### src/rtl/updw_mon.sv
// ---------------------------------------------------------------------------
// updw_mon : receive-side monitor for an up/down counter's count stream.
// Classifies every sampled step (up, down, hold, illegal), infers the counting
// direction, reports direction lock, wrap steps and illegal steps, and keeps a
// saturating error count. All outputs are registered.
//
// Ports
//   i_clk      clock, rising edge
//   i_rstn     asynchronous active-low reset
//   i_cnt      observed count value
//   i_vld      i_cnt valid this cycle
//   i_clr      synchronous clear of state and error count (beats i_vld)
//   o_mode     inferred direction, 1=up 0=down; meaningful while o_lock=1
//   o_lock     direction locked
//   o_wrap     one-cycle pulse on a legal wrap step
//   o_err      one-cycle pulse on an illegal step or out-of-range sample
//   o_err_cnt  saturating count of o_err pulses
// ---------------------------------------------------------------------------
module updw_mon #(
    parameter int unsigned UPBND = 11,
    parameter int unsigned LOCK  = 3,
    parameter int unsigned ERRW  = 8
) (
    input  logic                         i_clk,
    input  logic                         i_rstn,
    input  logic [$clog2(UPBND+1)-1:0]   i_cnt,
    input  logic                         i_vld,
    input  logic                         i_clr,
    output logic                         o_mode,
    output logic                         o_lock,
    output logic                         o_wrap,
    output logic                         o_err,
    output logic [ERRW-1:0]              o_err_cnt
);

    localparam int unsigned CW = $clog2(UPBND + 1);
    localparam int unsigned RW = $clog2(LOCK + 1);
    localparam logic [CW-1:0] TOP = CW'(UPBND);

    typedef enum logic [1:0] {
        S_IDLE  = 2'd0,
        S_ACQ   = 2'd1,
        S_LOCKD = 2'd2
    } state_t;

    state_t          state_q, state_d;
    logic [CW-1:0]   prev_q, prev_d;
    logic [RW-1:0]   run_q, run_d;
    logic            dir_q, dir_d;
    logic            mode_d, lock_d, wrap_d, err_d;
    logic [ERRW-1:0] err_cnt_d;

    // Step classification of the current sample against the held previous one
    logic in_rng, up_lin, up_wrap, dn_lin, dn_wrap, step_up, step_dn, step_hold, step_bad;
    logic [RW-1:0] run_inc;

    assign in_rng    = (i_cnt <= TOP);
    assign up_lin    = (prev_q != TOP)     && (i_cnt == prev_q + CW'(1));
    assign up_wrap   = (prev_q == TOP)     && (i_cnt == '0);
    assign dn_lin    = (prev_q != '0)      && (i_cnt == prev_q - CW'(1));
    assign dn_wrap   = (prev_q == '0)      && (i_cnt == TOP);
    assign step_up   = up_lin | up_wrap;
    assign step_dn   = dn_lin | dn_wrap;
    assign step_hold = (i_cnt == prev_q);
    assign step_bad  = !(step_up || step_dn || step_hold);
    // run never exceeds LOCK outside LOCKD, so the increment cannot overflow
    assign run_inc   = run_q + RW'(1);

    // State and registered outputs
    always_ff @(posedge i_clk or negedge i_rstn) begin
        if (!i_rstn) begin
            state_q   <= S_IDLE;
            prev_q    <= '0;
            run_q     <= '0;
            dir_q     <= 1'b1;
            o_mode    <= 1'b1;
            o_lock    <= 1'b0;
            o_wrap    <= 1'b0;
            o_err     <= 1'b0;
            o_err_cnt <= '0;
        end else begin
            state_q   <= state_d;
            prev_q    <= prev_d;
            run_q     <= run_d;
            dir_q     <= dir_d;
            o_mode    <= mode_d;
            o_lock    <= lock_d;
            o_wrap    <= wrap_d;
            o_err     <= err_d;
            o_err_cnt <= err_cnt_d;
        end
    end

    // Next-state: FSM state, previous sample, run length and step direction
    always_comb begin
        state_d = state_q;
        prev_d  = prev_q;
        run_d   = run_q;
        dir_d   = dir_q;
        if (i_clr) begin
            state_d = S_IDLE;
            run_d   = '0;
        end else if (i_vld) begin
            if (!in_rng) begin
                state_d = S_IDLE;
                run_d   = '0;
            end else begin
                prev_d = i_cnt;
                unique case (state_q)
                    S_IDLE: begin
                        run_d   = '0;
                        state_d = S_ACQ;
                    end
                    S_ACQ: begin
                        if (step_up || step_dn) begin
                            dir_d = step_up;
                            // a direction change restarts the run at one step
                            if (run_q == '0 || dir_q == step_up) begin
                                run_d = run_inc;
                                if (run_inc >= RW'(LOCK)) state_d = S_LOCKD;
                            end else begin
                                run_d = RW'(1);
                                if (RW'(1) >= RW'(LOCK)) state_d = S_LOCKD;
                            end
                        end else if (step_bad) begin
                            run_d = '0;
                        end
                    end
                    S_LOCKD: begin
                        if ((step_up || step_dn) && (step_up != dir_q)) begin
                            // legal mode switch: reacquire, unless one step already locks
                            dir_d = step_up;
                            run_d = RW'(1);
                            if (RW'(1) < RW'(LOCK)) state_d = S_ACQ;
                        end else if (step_bad) begin
                            run_d   = '0;
                            state_d = S_ACQ;
                        end
                    end
                    default: begin
                        state_d = S_IDLE;
                        run_d   = '0;
                    end
                endcase
            end
        end
    end

    // Output values for the next edge
    always_comb begin
        lock_d    = (state_d == S_LOCKD);
        // o_mode follows the locked direction and freezes while unlocked
        mode_d    = lock_d ? dir_d : o_mode;
        wrap_d    = 1'b0;
        err_d     = 1'b0;
        err_cnt_d = o_err_cnt;
        if (i_clr) begin
            err_cnt_d = '0;
        end else if (i_vld) begin
            if (!in_rng) begin
                err_d = 1'b1;
            end else if (state_q != S_IDLE) begin
                wrap_d = up_wrap | dn_wrap;
                err_d  = step_bad;
            end
            if (err_d && !(&o_err_cnt)) err_cnt_d = o_err_cnt + ERRW'(1);
        end
    end

endmodule
### config.mk
export PLATFORM = sky130hd
export DESIGN_NAME = updw_mon
export DESIGN_NICKNAME = d
export VERILOG_FILES = /design/src/rtl/updw_mon.sv
export SDC_FILE = /design/constraint.sdc
export NUM_CORES = 1
export LEC_CHECK = 0
export CAP_MARGIN = 0
export CORE_AREA = 2 2 64 66
export CTS_CLUSTER_SIZE = 28
export DETAILED_ROUTE_END_ITERATION = 12
export DIE_AREA = 0 0 66 68
export DONT_BUFFER_PORTS = 1
export HOLD_SLACK_MARGIN = 0.12
export PLACE_DENSITY = 0.59
export SLEW_MARGIN = 5
export SYNTH_ARGS = -nofsm -noshare
export SYNTH_HDL_FRONTEND = slang
export SYNTH_SLANG_ARGS = --single-unit
### constraint.sdc
create_clock -name i_clk -period 3 [get_ports i_clk]
set_input_delay 0.6 -clock i_clk [delete_from_list [all_inputs] [get_ports i_clk]]
set_output_delay 0.6 -clock i_clk [all_outputs]
set_load 0.005 [all_outputs]
Word-level counts from Yosys, hierarchy flattened

Cells that the tools add are included.

Mux-type cells: 36
Reductions and logical operators: 22
Eq/ne operators: 11
Magnitude comparators: 2
Shifts and indexed selects: 0
$mul: 0
Divide/modulo/power cells: 0
Add/sub/neg operators: 4
Bitwise operators: 4

Operator list:

| cell                                                   | count |
|---|---|
| two-way mux 2 bit                                      | 15 |
| two-way mux 8 bit                                      | 3 |
| two-way mux 1 bit                                      | 15 |
| equality test 4 bit                                    | 3 |
| adder 8 x 1 -> 8 bit (second input constant)           | 1 |
| equality test 4 bit (second input constant)            | 2 |
| logical NOT 4 bit                                      | 2 |
| AND reduction 8 bit                                    | 1 |
| logical AND 1 bit                                      | 6 |
| one-hot mux 2 bit (3 select lines)                     | 1 |
| nonzero test 2 bit                                     | 3 |
| adder 4 x 1 -> 4 bit (second input constant)           | 1 |
| equality test 2 bit (second input constant)            | 2 |
| less-or-equal comparator 4 bit (second input constant) | 1 |
| logical NOT 2 bit                                      | 2 |
| != test 4 bit (second input constant)                  | 1 |
| one-hot mux 2 bit (2 select lines)                     | 1 |
| nonzero test 4 bit                                     | 1 |
| subtractor 4 x 1 -> 4 bit (second input constant)      | 1 |
| logical OR 1 bit                                       | 3 |
| bitwise OR 1 bit                                       | 3 |
| AND reduction 3 bit                                    | 1 |
| adder 2 x 1 -> 2 bit (second input constant)           | 1 |
| equality test 2 x 1 -> 1 bit (second input constant)   | 1 |
| other kinds (7)                                        | 8 |

Bits in latches: 0
Memories: 0
Bits in writable memories: 0
Bits in read-only memories: 0
Output and inout bits: 12
Word-level logic and storage cells: 88
Bits of input ports: 8
Flip-flop bits (word level): 21

Logic depth before layout (Yosys ltp)

Gate-level depths: netlist of run 1.

Depth in word-level cells: 15
Gate-level depth with buffers: 9

Worst setup path after synthesis of run 1

OpenSTA, ideal clock, no wires.

Path kind: flip-flop to flip-flop
From: register prev_q[0]
To: register o_mode
Library setup time: 0.085 ns
Required time: 2.915 ns
Cell stages (with the launch flop): 10
Path slack: 0.486 ns
Path buffers: 0
Arrival: 2.429 ns
Cell sequence: dfrtp_1 inv_1 ha_1 xnor2_1 o211ai_1 o31a_1 o2111ai_2 a32oi_1 a221oi_2 mux2_1

Word-level cells in the longest chain between the ends: 13
Elaborated cells between the ends (all ways): 36
Those cells by class: add/sub (2); eq/ne (8); mux (14); bitwise (2); reduce/logical (10)

Ends and longest elaborated chain:

| what                                                              | RTL line | source |
|---|---|---|
| start, declared                                                   | 47       | `logic [CW-1:0] prev_q, prev_d;` |
| start signal, assigned                                            | 83       | `prev_q <= prev_d;` |
| adder 4 x 1 -> 4 bit or subtractor 4 x 1 -> 4 bit (tied branches) | 58, 60   |  |
| equality test 4 bit, on equally long branches                     | 58, 60   |  |
| logical AND 1 bit, on equally long branches                       | 58, 60   |  |
| bitwise OR 1 bit, on equally long branches                        | 62, 63   |  |
| equality test 1 bit or logical OR 1 bit (tied branches)           | --       |  |
| logical OR 1 bit, on equally long branches                        | 118, 65  |  |
| two-way mux 2 bit, on equally long branches                       | 118, 135 |  |
| two-way mux 2 bit, on equally long branches                       | 115, 130 |  |
| one-hot mux 2 bit (3 select lines) (*)                            | 109      | `unique case (state_q)` |
| two-way mux 2 bit (*)                                             | 104      | `if (!in_rng) begin` |
| two-way mux 2 bit (*)                                             | 103      | `end else if (i_vld) begin` |
| two-way mux 2 bit (*)                                             | 100      | `if (i_clr) begin` |
| equality test 2 bit (*)                                           | 151      | `lock_d = (state_d == S_LOCKD);` |
| net lock_d                                                        | 50       | `logic mode_d, lock_d, wrap_d, err_d;` |
| end signal, assigned                                              | 86       | `o_mode <= mode_d;` |
| end, declared                                                     | 29       | `output logic o_mode,` |

The timed path passes the listed nets; every way through them passes the cells marked *.
A chain may end at the register's enable or synchronous reset.

Final worst setup path of run 1

Ends and elaborated chain as after synthesis.

==> flow_metrics.py, run 1 <==
metrics = {
    "status": {
        "outcome": "finished, final reports clean",
    },
    "floorplanning": {
        "dieArea_mm2": 0.004488,
        "initial_core_util": 0.3829,
        "die_y_um": 68,
        "fp.dieW_um": 66,
        "fp-row-count": 23,
        "io_pins": 20,
        "core_mm2": 0.003856,
    },
    "logic_synthesis": {
        "ys_ff_latch": 21,
        "synth-xor-area-share": 0.1059,
        "ys_warn_count": 0,
        "syn_nets": 181,
        "syn_inst": 164,
        "synth_top_area_cell": "dfrtp_1",
        "synth.avg_cell_area_um2": 9.003,
        "async_flop_share": 1.000,
        "synth_mux_area_frac": 0.02203,
        "synth_top_area_frac": 0.3220,
        "synth_compound_area_frac": 0.1585,
        "synth_edf_count": 0,
        "synth_area_mm2": 0.001476,
        "synth_top_family_by_area": "simple AND/OR/NAND/NOR gates",
        "synthSimpleGateAreaFrac": 0.2483,
        "yosysSeqAreaShare": 0.3576,
        "synthAdderAreaFrac": 0.07627,
        "synth_cell_type_count": 43,
        "synthFlopType": "dfrtp_1",
        "synthTopCellsByArea": "dfrtp_1 (32%), ha_1 (7.6%), xor2_1 (6.5%), nor2_1 (4.6%), nand2_1 (3.8%)",
    },
    "detailed_routing": {
        "drc": 0,
        "met1_length_mm": 1.400,
        "drt-total-wl_mm": 3.340,
        "met2_length_mm": 1.643,
        "avgRoutedWirePerCell_um": 15.39,
        "routed_via_density": 5.774,
        "drtAntennaViolNets": 0,
        "vias": 1253,
        "drt_iter0_markers": 84,
        "highest_layer": "met4",
        "wl_met3_um": 240,
        "drt_pre_antenna_iters": 4,
    },
    "critical_path": {
        "r2r_setup_slack_ns": 0.17,
        "worstSetupPathType": "reg -> reg",
        "reg2reg_depth": 9,
        "crit_arrival_ns": 3.02,
        "critPathLaunch": "prev_q[0]$_DFFE_PN0P_",
        "crit_fanout": 6,
        "start_kind": "flop",
        "r2r_end": "o_mode$_DFFE_PN1N_",
        "r2r_start": "prev_q[0]$_DFFE_PN0P_",
        "critPathRequiredTime_ns": 3.19,
        "cp-end-kind": "flop",
    },
    "timing": {
        "fmax_ghz": 0.3537,
        "final_hold_viol_count": 0,
        "drv_slew": 0,
        "grt_setup_unrepaired": "no",
        "fin_ws_ns": 0.1725,
        "worst_pin_slew_ns": 0.8908,
        "relSlewSlack": 0.4042,
        "clock_skew_ns": 0.001059,
        "finalCriticalPeriod_ns": 2.828,
        "fin_setup_tns_ns": 0,
        "setup_viol": 0,
        "timing.hold.ws_ns": 0.1713,
        "fin_crit_sh": 0.9425,
    },
    "cells_and_area": {
        "finalInstanceArea_mm2": 0.001587,
        "fin_util": 0.4114,
        "antenna_cells": 0,
        "seq_area_um2": 528.0,
        "drive_above_1_share": 0.05988,
        "fin_nets": 185,
        "final_cell_mix": "dfrtp_1 (19), nor2_1 (18), nand2_1 (15), xor2_1 (11), inv_1 (10)",
        "final_common_cell": "dfrtp_1",
        "nFillCells": 400,
        "syn2layout_area_growth_pct": 7.458,
        "instances_no_fill": 217,
        "multi_input_area_um2": 902.1,
    },
    "place": {
        "place_inst": 212,
        "portBuffers": 0,
        "place.gp.congestion": 0.9124,
        "dp_hpwl_mm": 2.556,
        "pre_cts_ws_ns": 0.2135,
        "placed_cell_area_mm2": 0.001530,
    },
    "clock_tree": {
        "htreeDepth": 1,
        "numCtsBuffers": 3,
        "cts_resized": 0,
        "hold_buffers": 1,
        "clockBufferDepth": 2,
        "cts_setup_buffers": 0,
        "cts_sinks": 21,
        "clkTransAtPathRegs_ns": 0.08,
        "cts_tree": "yes",
        "clk_latency_ns": 0.26,
        "clockRootBuffer": "clkbuf_8",
    },
    "global_route": {
        "antenna_found_initial": 0,
        "grt_pass1_wl_mm": 5.616,
        "grt-ovfl-total": 0,
        "grt_pass1_vias": 1249,
        "grtUsageTotal": 0.1657,
        "grt_max_degree": 20,
    },
    "job": {
        "cap_violations": 0,
    },
    "power": {
        "leakagePower_nw": 0.6763,
        "power-per-cell-area_mw_per_mm2": 446.7,
        "ir_drop_mv": 0.2284,
        "p_total_mw": 0.7087,
    },
    "min_path": {
        "hold_class": "in -> async",
    },
}
-- cells by family (layout without fill, tap and decap cells) --
family,count (synthesis),in the layout
multiplexers,3,3
AO/OA/AOI/OAI,31,31
AND/OR/NAND/NOR,71,71
buffers and inverters,12,15
flip-flops,21,21
XOR/XNOR,17,17
adder cells (fa/ha/maj),9,9
-- per-layer routing --
layer,global-route usage,vias up
met5,0,-
met4,0.06888,0
met3,0.04112,5
met2,0.2967,44
met1,0.1895,603
li1,-,601
-- worst max-delay path by stage --
| stage | endpoint | cells past startpoint |
|---|---|---|
| floorplan | o_mode$_DFFE_PN1N_ | 9 |
| global placement | o_mode$_DFFE_PN1N_ | 9 |
| detailed placement | o_mode$_DFFE_PN1N_ | 9 |
| CTS | o_mode$_DFFE_PN1N_ | 9 |
| global route | o_mode$_DFFE_PN1N_ | 9 |
| finish | o_mode$_DFFE_PN1N_ | 9 |
-- area by class of cell --
cell class	count	share of cell area
Clock buffer	3	0.02603
Clock inverter	1	0.003155
Inverter	10	0.02366
Multi-Input combinational cell	131	0.5686
Sequential cell	21	0.3328
Tap cell	50	0.03943
Timing Repair Buffer	1	0.006309
-- registers in the layout, summed over array words and instances, names as in the netlist --
register and flops:
o_wrap 1, dir_q 1, o_mode 1, run_q 2, o_err 1, state_q 2, o_lock 1, o_err_cnt 8
prev_q 4
-- cell usage after synthesis (2+ instances only) --
master / number
nor4b_1: 2
dfstp_2: 2
xor2_1: 11
dfrtp_1: 19
inv_1: 10
nor3_1: 4
a21oi_1: 3
a21o_1: 2
and3_1: 4
o22ai_1: 2
o211ai_1: 3
nand4_1: 9
nor3b_1: 3
nand2_1: 15
nand3_1: 9
and2_1: 2
ha_1: 9
o21ai_0: 8
o2111a_1: 2
nor2_1: 18
xnor2_1: 5
-- power by group --
| group | switching [mW] | leakage (nW) | internal (mW) | total, mW |
|---|---|---|---|---|
| clock network | 0.0945 | 0.0255 | 0.0926 | 0.187 |
| registers | 0.0303 | 0.277 | 0.303 | 0.334 |
| logic | 0.115 | 0.374 | 0.0724 | 0.188 |
| total | 0.240 | 0.676 | 0.468 | 0.709 |
-- critical path, cell delays in order (launching register included) --
cell and delay [ns]:
dfrtp_1 0.46, inv_1 0.10, ha_1 0.32, xnor2_1 0.22
o211ai_1 0.20, o31a_1 0.40, o2111ai_2 0.22, a32oi_1 0.17
a221oi_2 0.32, mux2_1 0.35
Power figures use the tool's default switching activity.
==> inputs of run 2 (changes only) <==
==> constraint.sdc (replaced) <==
create_clock -name i_clk -period 2.7 [get_ports i_clk]
set_input_delay 0.54 -clock i_clk [delete_from_list [all_inputs] [get_ports i_clk]]
set_output_delay 0.54 -clock i_clk [all_outputs]
set_load 0.005 [all_outputs]
==> run 2 against run 1 <==
Effect of this change: core utilization grew 1.8 points; sequential cell count stayed put; clock skew is essentially flat; routed wire length rose by 4.3%; final cell count up 2.8%; critical path type unchanged; critical endpoint unchanged.
==> flow_metrics.py, run 2 (synthesized netlist as in run 1, its figures left out) <==
metrics = {
    "status": {
        "outcome": "finished, final reports clean",
    },
    "clock_tree": {
        "cts_tree": "yes",
        "clk_latency_ns": 0.26,
        "clockRootBuffer": "clkbuf_8",
        "htreeDepth": 1,
        "clockBufferDepth": 2,
        "clkTransAtPathRegs_ns": 0.08,
        "numCtsBuffers": 3,
        "cts_sinks": 21,
    },
    "timing": {
        "relSlewSlack": 0.3499,
        "fmax_ghz": 0.3961,
        "final_hold_viol_count": 0,
        "fin_crit_sh": 0.9349,
        "worst_pin_slew_ns": 0.9720,
        "clock_skew_ns": 0.001531,
        "setup_viol": 0,
        "drv_slew": 0,
        "fin_ws_ns": 0.1757,
        "finalCriticalPeriod_ns": 2.524,
    },
    "cells_and_area": {
        "largest_reg_flops": 8,
        "final_cell_mix": "dfrtp_1 (19), nor2_1 (18), nand2_1 (15), xor2_1 (11), inv_1 (10)",
        "syn2layout_area_growth_pct": 12.03,
        "seq_area_um2": 528.0,
        "final_common_cell": "dfrtp_1",
        "top_register": "o_err_cnt",
        "reg_top3": "o_err_cnt: 8 flops, prev_q: 4 flops",
        "drive_above_1_share": 0.1040,
        "antenna_cells": 0,
        "instances_no_fill": 223,
        "nFillCells": 389,
        "fin_nets": 191,
        "multi_input_area_um2": 924.6,
    },
    "critical_path": {
        "crit_arrival_ns": 2.71,
        "slowest_stage": "dfrtp_1",
        "critPathRequiredTime_ns": 2.89,
        "cp-end-kind": "flop",
        "crit_fanout": 4,
        "critical_path.top_delay_family": "compound AO/OA/AOI/OAI gates",
        "worstSetupPathType": "reg -> reg",
        "r2r_start": "prev_q[0]$_DFFE_PN0P_",
        "reg2reg_depth": 9,
        "start_kind": "flop",
        "path_cells": "inv_1, ha_1, xnor2_2, o211ai_1, o2111a_1, and4bb_1, nand2_1, a221oi_2, mux2_1",
        "r2r_setup_slack_ns": 0.18,
        "path_buf_inv": 1,
        "slowest_delay_ns": 0.35,
        "r2r_end": "o_mode$_DFFE_PN1N_",
    },
    "place": {
        "pre_cts_ws_ns": 0.07127,
        "portBuffers": 0,
        "place.gp.congestion": 0.8776,
        "dp_hpwl_mm": 2.651,
        "place_inst": 215,
    },
    "job": {
        "cap_violations": 0,
    },
    "min_path": {
        "hold_depth": 1,
        "min_from": "i_clr",
        "hold_class": "in -> reg",
        "holdPathEnd": "o_err_cnt[5]$_DFFE_PN0P_",
    },
    "global_route": {
        "antenna_found_initial": 0,
        "grt_pass1_vias": 1263,
        "grt_max_degree": 22,
        "grtUsageTotal": 0.1649,
        "grt_pass1_wl_mm": 5.754,
        "grt-ovfl-total": 0,
    },
    "detailed_routing": {
        "drt_pre_antenna_iters": 4,
        "avgRoutedWirePerCell_um": 15.63,
        "drt-total-wl_mm": 3.485,
        "routed_via_density": 5.776,
        "drc": 0,
        "vias": 1288,
        "drt_iter0_markers": 104,
        "drtAntennaViolNets": 0,
    },
    "floorplanning": {
        "fp.dieW_um": 66,
        "die_y_um": 68,
        "io_pins": 20,
        "core_mm2": 0.003856,
        "fp-row-count": 23,
        "dieArea_mm2": 0.004488,
        "initial_core_util": 0.3829,
    },
    "power": {
        "power-per-cell-area_mw_per_mm2": 495.7,
        "leakagePower_nw": 0.7149,
        "ir_drop_mv": 0.2913,
    },
}
run 2: cell types whose count changed in the layout (fill, tap and decap cells not counted):
| cell | before | now |
|---|---|---|
| buf_4 | 0 | 6 |
| xnor2_1 | 5 | 4 |
| nor4bb_1 | 1 | 0 |
| xnor2_2 | 1 | 2 |
| nor4bb_4 | 0 | 1 |
run 2: power breakdown:
| part | total (mW) | internal [mW] | leakage, nW | switching (mW) |
|---|---|---|---|---|
| Clock | 0.207 | 0.103 | 0.0255 | 0.104 |
| Sequential | 0.365 | 0.337 | 0.277 | 0.0279 |
| Combinational | 0.248 | 0.104 | 0.412 | 0.144 |
run 2: stage by stage:
stage	instance area, um^2	utilization	TNS [ns]	power [mW]	hold WS, ns
floorplan	1476	-	0	0.5328	0.2444
global placement	1553	0.4027	0	0.5787	0.2450
detailed placement	1553	0.4027	0	0.5863	0.2449
CTS	1609	0.4173	0	0.8011	0.3260
global route	1654	0.4289	-0.03538	0.8652	0.3174
finish	1654	0.4289	0	0.8199	0.3318
run 2: worst max path at each step:
stage | start | end | cells after the start
final | prev_q[0]$_DFFE_PN0P_ | o_mode$_DFFE_PN1N_ | 9
after floorplan | prev_q[0]$_DFFE_PN0P_ | o_mode$_DFFE_PN1N_ | 9
after global routing | prev_q[0]$_DFFE_PN0P_ | o_mode$_DFFE_PN1N_ | 9
after CTS | prev_q[0]$_DFFE_PN0P_ | o_mode$_DFFE_PN1N_ | 9
after global placement | prev_q[0]$_DFFE_PN0P_ | o_mode$_DFFE_PN1N_ | 9
after detailed placement | prev_q[0]$_DFFE_PN0P_ | o_mode$_DFFE_PN1N_ | 9
run 2: final cells by class:
type	count	area share
multi-input cells	131	0.5590
flip-flops and latches	21	0.3192
well taps	50	0.03782
repair buffers	7	0.03328
clock buffers	3	0.02496
inverters	10	0.02269
clock inverters	1	0.003026
run 2: worst register-to-register path: stages, from the launching register on:
cell and delay [ns]:
dfrtp_1 0.35, inv_1 0.06, ha_1 0.33, xnor2_2 0.18, o211ai_1 0.19, o2111a_1 0.28
and4bb_1 0.31, nand2_1 0.12, a221oi_2 0.30, mux2_1 0.35
run 2: what timing repair did:
item / CTS / global route
hold buffers: 1 / 0
setup endpoints to repair: 0 / 2
setup buffers: 0 / 3
hold endpoints to repair: 21 / 0
resized for setup: 0 / 3
run 2: per-layer routing:
| layer | global-route usage | part of all wire | vias up |
|---|---|---|---|
| met5 | 0 | 0 | - |
| met2 | 0.2828 | 0.48 | 34 |
| met1 | 0.2055 | 0.45 | 634 |
| met3 | 0.03289 | 0.053 | 4 |
| met4 | 0.06378 | 0.014 | 0 |
| li1 | - | - | 616 |
==> RTL edit 1: new RTL, flow settings as in run 2 <==
Encoding of `state_t`: now one-hot (3 bits for 3 states).
--- a/src/rtl/updw_mon.sv
+++ b/src/rtl/updw_mon.sv
@@ -38,8 +38,8 @@
     localparam logic [CW-1:0] TOP = CW'(UPBND);
 
-    typedef enum logic [1:0] {
-        S_IDLE  = 2'd0,
-        S_ACQ   = 2'd1,
-        S_LOCKD = 2'd2
+    typedef enum logic [2:0] {
+        S_IDLE  = 3'b001,
+        S_ACQ   = 3'b010,
+        S_LOCKD = 3'b100
     } state_t;
 
Behaviour: no difference found for any inputs over 4 cycles, from zero or initial values and one cycle with i_rstn low; so few cycles prove little.
==> RTL edit 1 against run 2 <==
Global-route usage shrank 1.2 points; count of clock-buffer cells in the layout grew 1; maximum frequency grew 1.0%; setup slack gained 26 ps; total power grew 1.7%; sequential cell count grew 1; critical path depth is the same; highest routed layer unchanged; area after synthesis grew 0.34%; final area shrank 2.9%; routed wire length shrank 11%.
==> RTL edit 1: results (changes against run 2) <==
largest cells by area after synthesis=dfrtp_1, nor2_1, xnor2_1; Largest regs=o_err_cnt: 8 flops, prev_q: 4 flops, state_q: 3 flops; # clk buffers=4 (+1); Worst setup startpoint=prev_q[0]; Via Count=1160 (-9.9%); Final GP Congestion=0.864 (-1.5%); synth cell count leaders=nor2_1, dfrtp_1, xnor2_1; buffering overhead=1.56% (-1.8 points); first-pass GRT wire length=5.29 mm (-8.2%); area of the multi-input gates=895 um^2 (-3.2%); CP top delay family=compound AO/OA/AOI/OAI gates; nets=174 (-8.9%); CP max stage delay=450 ps (+100 ps); yosys warns=0 (unchanged); final-layout fill cell count=395 (+1.5%); Seq. cell area=554 um^2 (+5.0%); Yosys cell types=54 (+26%); Primary FF master, synth=dfrtp_1; pin count of the biggest net entering global routing=23 (+4.5%); non-filler cells, final=210 (-5.8%); leak pwr=0.000617 uW (-14%); CTS Buf Count=3 (unchanged); drt total wl=3.11 mm (-11%); Root Driver=clkbuf_8; Final Skew=1.21 ps (-0.317 ps); Sequential Power=380 uW (+4%); P_comb=220 uW (-11%); Gate Count Post-Synth=159 (-3.0%); clock slew at reported path FFs=80 ps (about the same); Multi-In Gates=127 (-3.1%); sw frac=30.9% (-2.7 points); gr usage total=15.3% (-1.2 points); #FFs+latches synth=22 (+4.8%); H-tree depth=1 (unchanged); setup bufs post-CTS=0 (unchanged); status=completed; Max IR drop VDD=0.000265 V (-9.0%); register area share after synthesis=37.4% (+1.7 points); First-pass DRT Iterations=4 (unchanged); placed cells=205 (-4.7%); bufs w/o clock=3 (-4); slew margin rel.=29.8% (-5.2 points); clock tree buffer depth=2 (unchanged); Port Buffers=0 (unchanged); Hold Startpoint=i_clr; number of global-route vias before repair=1119 (-11%); Async SR Flop Fraction=100% (unchanged); Worst path slowest cell=dfrtp_1; ant diodes=0 (unchanged); layout cell share with drive strength beyond 1=13.1% (+2.7 points); initial DRC count=34 (-67%); crit-path max FO=6 (+2); nonclk inv count=4 (-6); initial antenna violation count=0 (unchanged); Post-DP HPWL=2.36 mm (-11%); clk tree area frac=3.43% (+0.63 points)
[RTL edit 1: changes by cell type after synthesis, moves of 4 or more]
cell and change:
ha_1 -4, inv_1 -6, xor2_1 -8, nand3_1 -7, nand2_1 -7, xnor2_1 +5, nor2_1 +6
[RTL edit 1: routing by layer]
| metal | up-vias | track usage [%] | share of wire, % |
|---|---|---|---|
| li1 | 576 | - | - |
| met1 | 555 | 19.8 | 47 |
| met2 | 27 | 25.3 | 47 |
| met3 | 2 | 2.47 | 4.6 |
| met4 | 0 | 7.14 | 1.6 |
| met5 | - | 0 | 0 |
[RTL edit 1: logic make-up after synthesis]
logic type,synth area share (%)
compound gates,16.1
flops,37.4
buf+inv,3.21
fa+ha+maj,4.22
xor+xnor,9.21
mux,3.63
simple gates,26.2
[RTL edit 1: worst paths after layout]
kind | to | slack (ps) | cells past startpoint
worst min register to register | run_q[0] | 600 | 1
min in group asynchronous | run_q[0] | 920 | 1
worst max-delay path | o_mode | 200 | 9
worst max register to register | o_mode | 200 | 9
worst min-delay path | o_err_cnt[4] | 330 | 1
max in group asynchronous | prev_q[1] | 1150 | 1
[RTL edit 1: through the flow]
stage | power (uW) | setup slack, ps | cell area, um^2 | hold WS, ps
after floorplan | 562 | 386 | 1480 | 244
after global placement | 583 | 195 | 1530 | 245
after detailed placement | 590 | 125 | 1530 | 245
after CTS | 837 | 113 | 1590 | 326
after global routing | 882 | 19.8 | 1610 | 323
final | 834 | 202 | 1610 | 334
[RTL edit 1: what timing repair did]
| item | 4_1_cts | 5_1_grt |
|---|---|---|
| hold endpoints to repair | 22 | 0 |
| hold buffers | 1 | 0 |
| endpoints found under the setup margin | 0 | 8 |
| resized for setup | 0 | 2 |
==> RTL edit 2: new RTL, config.mk and constraints of run 2 <==
Without the edit above. `LOCK`: 3 -> 2.
--- a/src/rtl/updw_mon.sv
+++ b/src/rtl/updw_mon.sv
@@ -19,5 +19,5 @@
 module updw_mon #(
     parameter int unsigned UPBND = 11,
-    parameter int unsigned LOCK  = 3,
+    parameter int unsigned LOCK  = 2,
     parameter int unsigned ERRW  = 8
 ) (
Check against the original RTL: not equivalent (a bounded check fails within 4 cycles, from zero or initial values and one cycle with i_rstn low).
==> RTL edit 2 against run 2 <==
Clock skew increased by 2.2 ps; setup slack got worse by 38 ps; total power increased by 7.4%; worst hold slack got worse by 11 ps; routed wire length decreased by 18%; synthesized cell count decreased by 8.5%; final area decreased by 3.6%; sequential cell count unchanged; area after synthesis decreased by 0.34%; sequential share of layout area increased by 1.4 points; clock power increased by 3%.
==> RTL edit 2: results (changes against run 2) <==
M1 WL=1.33 mm (-16%); compound-gate portion of the synthesized area=14.5% (-1.4 points); area of the multi-input gates=897 um^2 (-3.0%); status=completed; initial DRC count=28 (-73%); Syn Nets=166 (-8.3%); placed cells=196 (-8.8%); WL/cell=14.2 um (-9.2%); fraction of area in registers=33.3% (+1.4 points); Max IR drop VDD=0.000245 V (-16%); largest cells by area after synthesis=dfrtp_1, ha_1, nor2_1; layout cell share with drive strength beyond 1=18.4% (+8.0 points); buffering overhead=1.57% (-1.8 points); Multi-In Gates=116 (-11%); Endpoint, Worst Hold=o_err_cnt[1]; Critical Path AT=2760 ps (+50 ps); Synth Area in XOR/XNOR=13.2% (+2.6 points); Final Skew=3.70 ps (+2.17 ps); register area share after synthesis=35.9% (+0.12 points); drt total wl=2.87 mm (-18%); crit-path max FO=6 (+2); number of global-route vias before repair=1062 (-16%); synth cell count leaders=nor2_1, dfrtp_1, nand2_1; CP max stage delay=450 ps (+100 ps); placed cell area=0.00151 mm^2 (-2.7%); Worst path slowest cell=dfrtp_2; final-layout fill cell count=374 (-3.9%); met2 WL post-DR=1.33 mm (-20%); Gate Count Post-Synth=150 (-8.5%); mux cell area share after synthesis=3.91% (+1.7 points)
[RTL edit 2: cell types whose count changed after synthesis, sizes merged, moves of 4 or more]
cell | before | now
nand2 | 15 | 11
nand4 | 9 | 3
nor2 | 18 | 24
xor2 | 11 | 7
nand3 | 9 | 4
a21oi | 3 | 7
[RTL edit 2: metal layers]
layer  global-route usage, %  up-vias
met2                    23.2       36
met1                    17.8      512
met4                    2.30        0
li1                        -      527
met5                       0        -
met3                    4.93        4
[RTL edit 2: power by group]
group	switching, uW	internal (uW)
sequential	42.9	345
combinational	148	131
clock	110	104
[RTL edit 2: per-stage QoR]
step,setup TNS [ps],setup WS [ps]
5_1_grt,-18.0,-18.0
3_3_place_gp,0,143
2_1_floorplan,0,227
4_1_cts,0,56.3
3_5_place_dp,0,84.0
6_report,0,138
[RTL edit 2: critical path: cells and delay by family, from the launching register on]
kind	cells	cell delay (ps)
compound gates	2	380
fa+ha+maj	1	230
flops	1	450
mux	2	580
simple gates	4	850
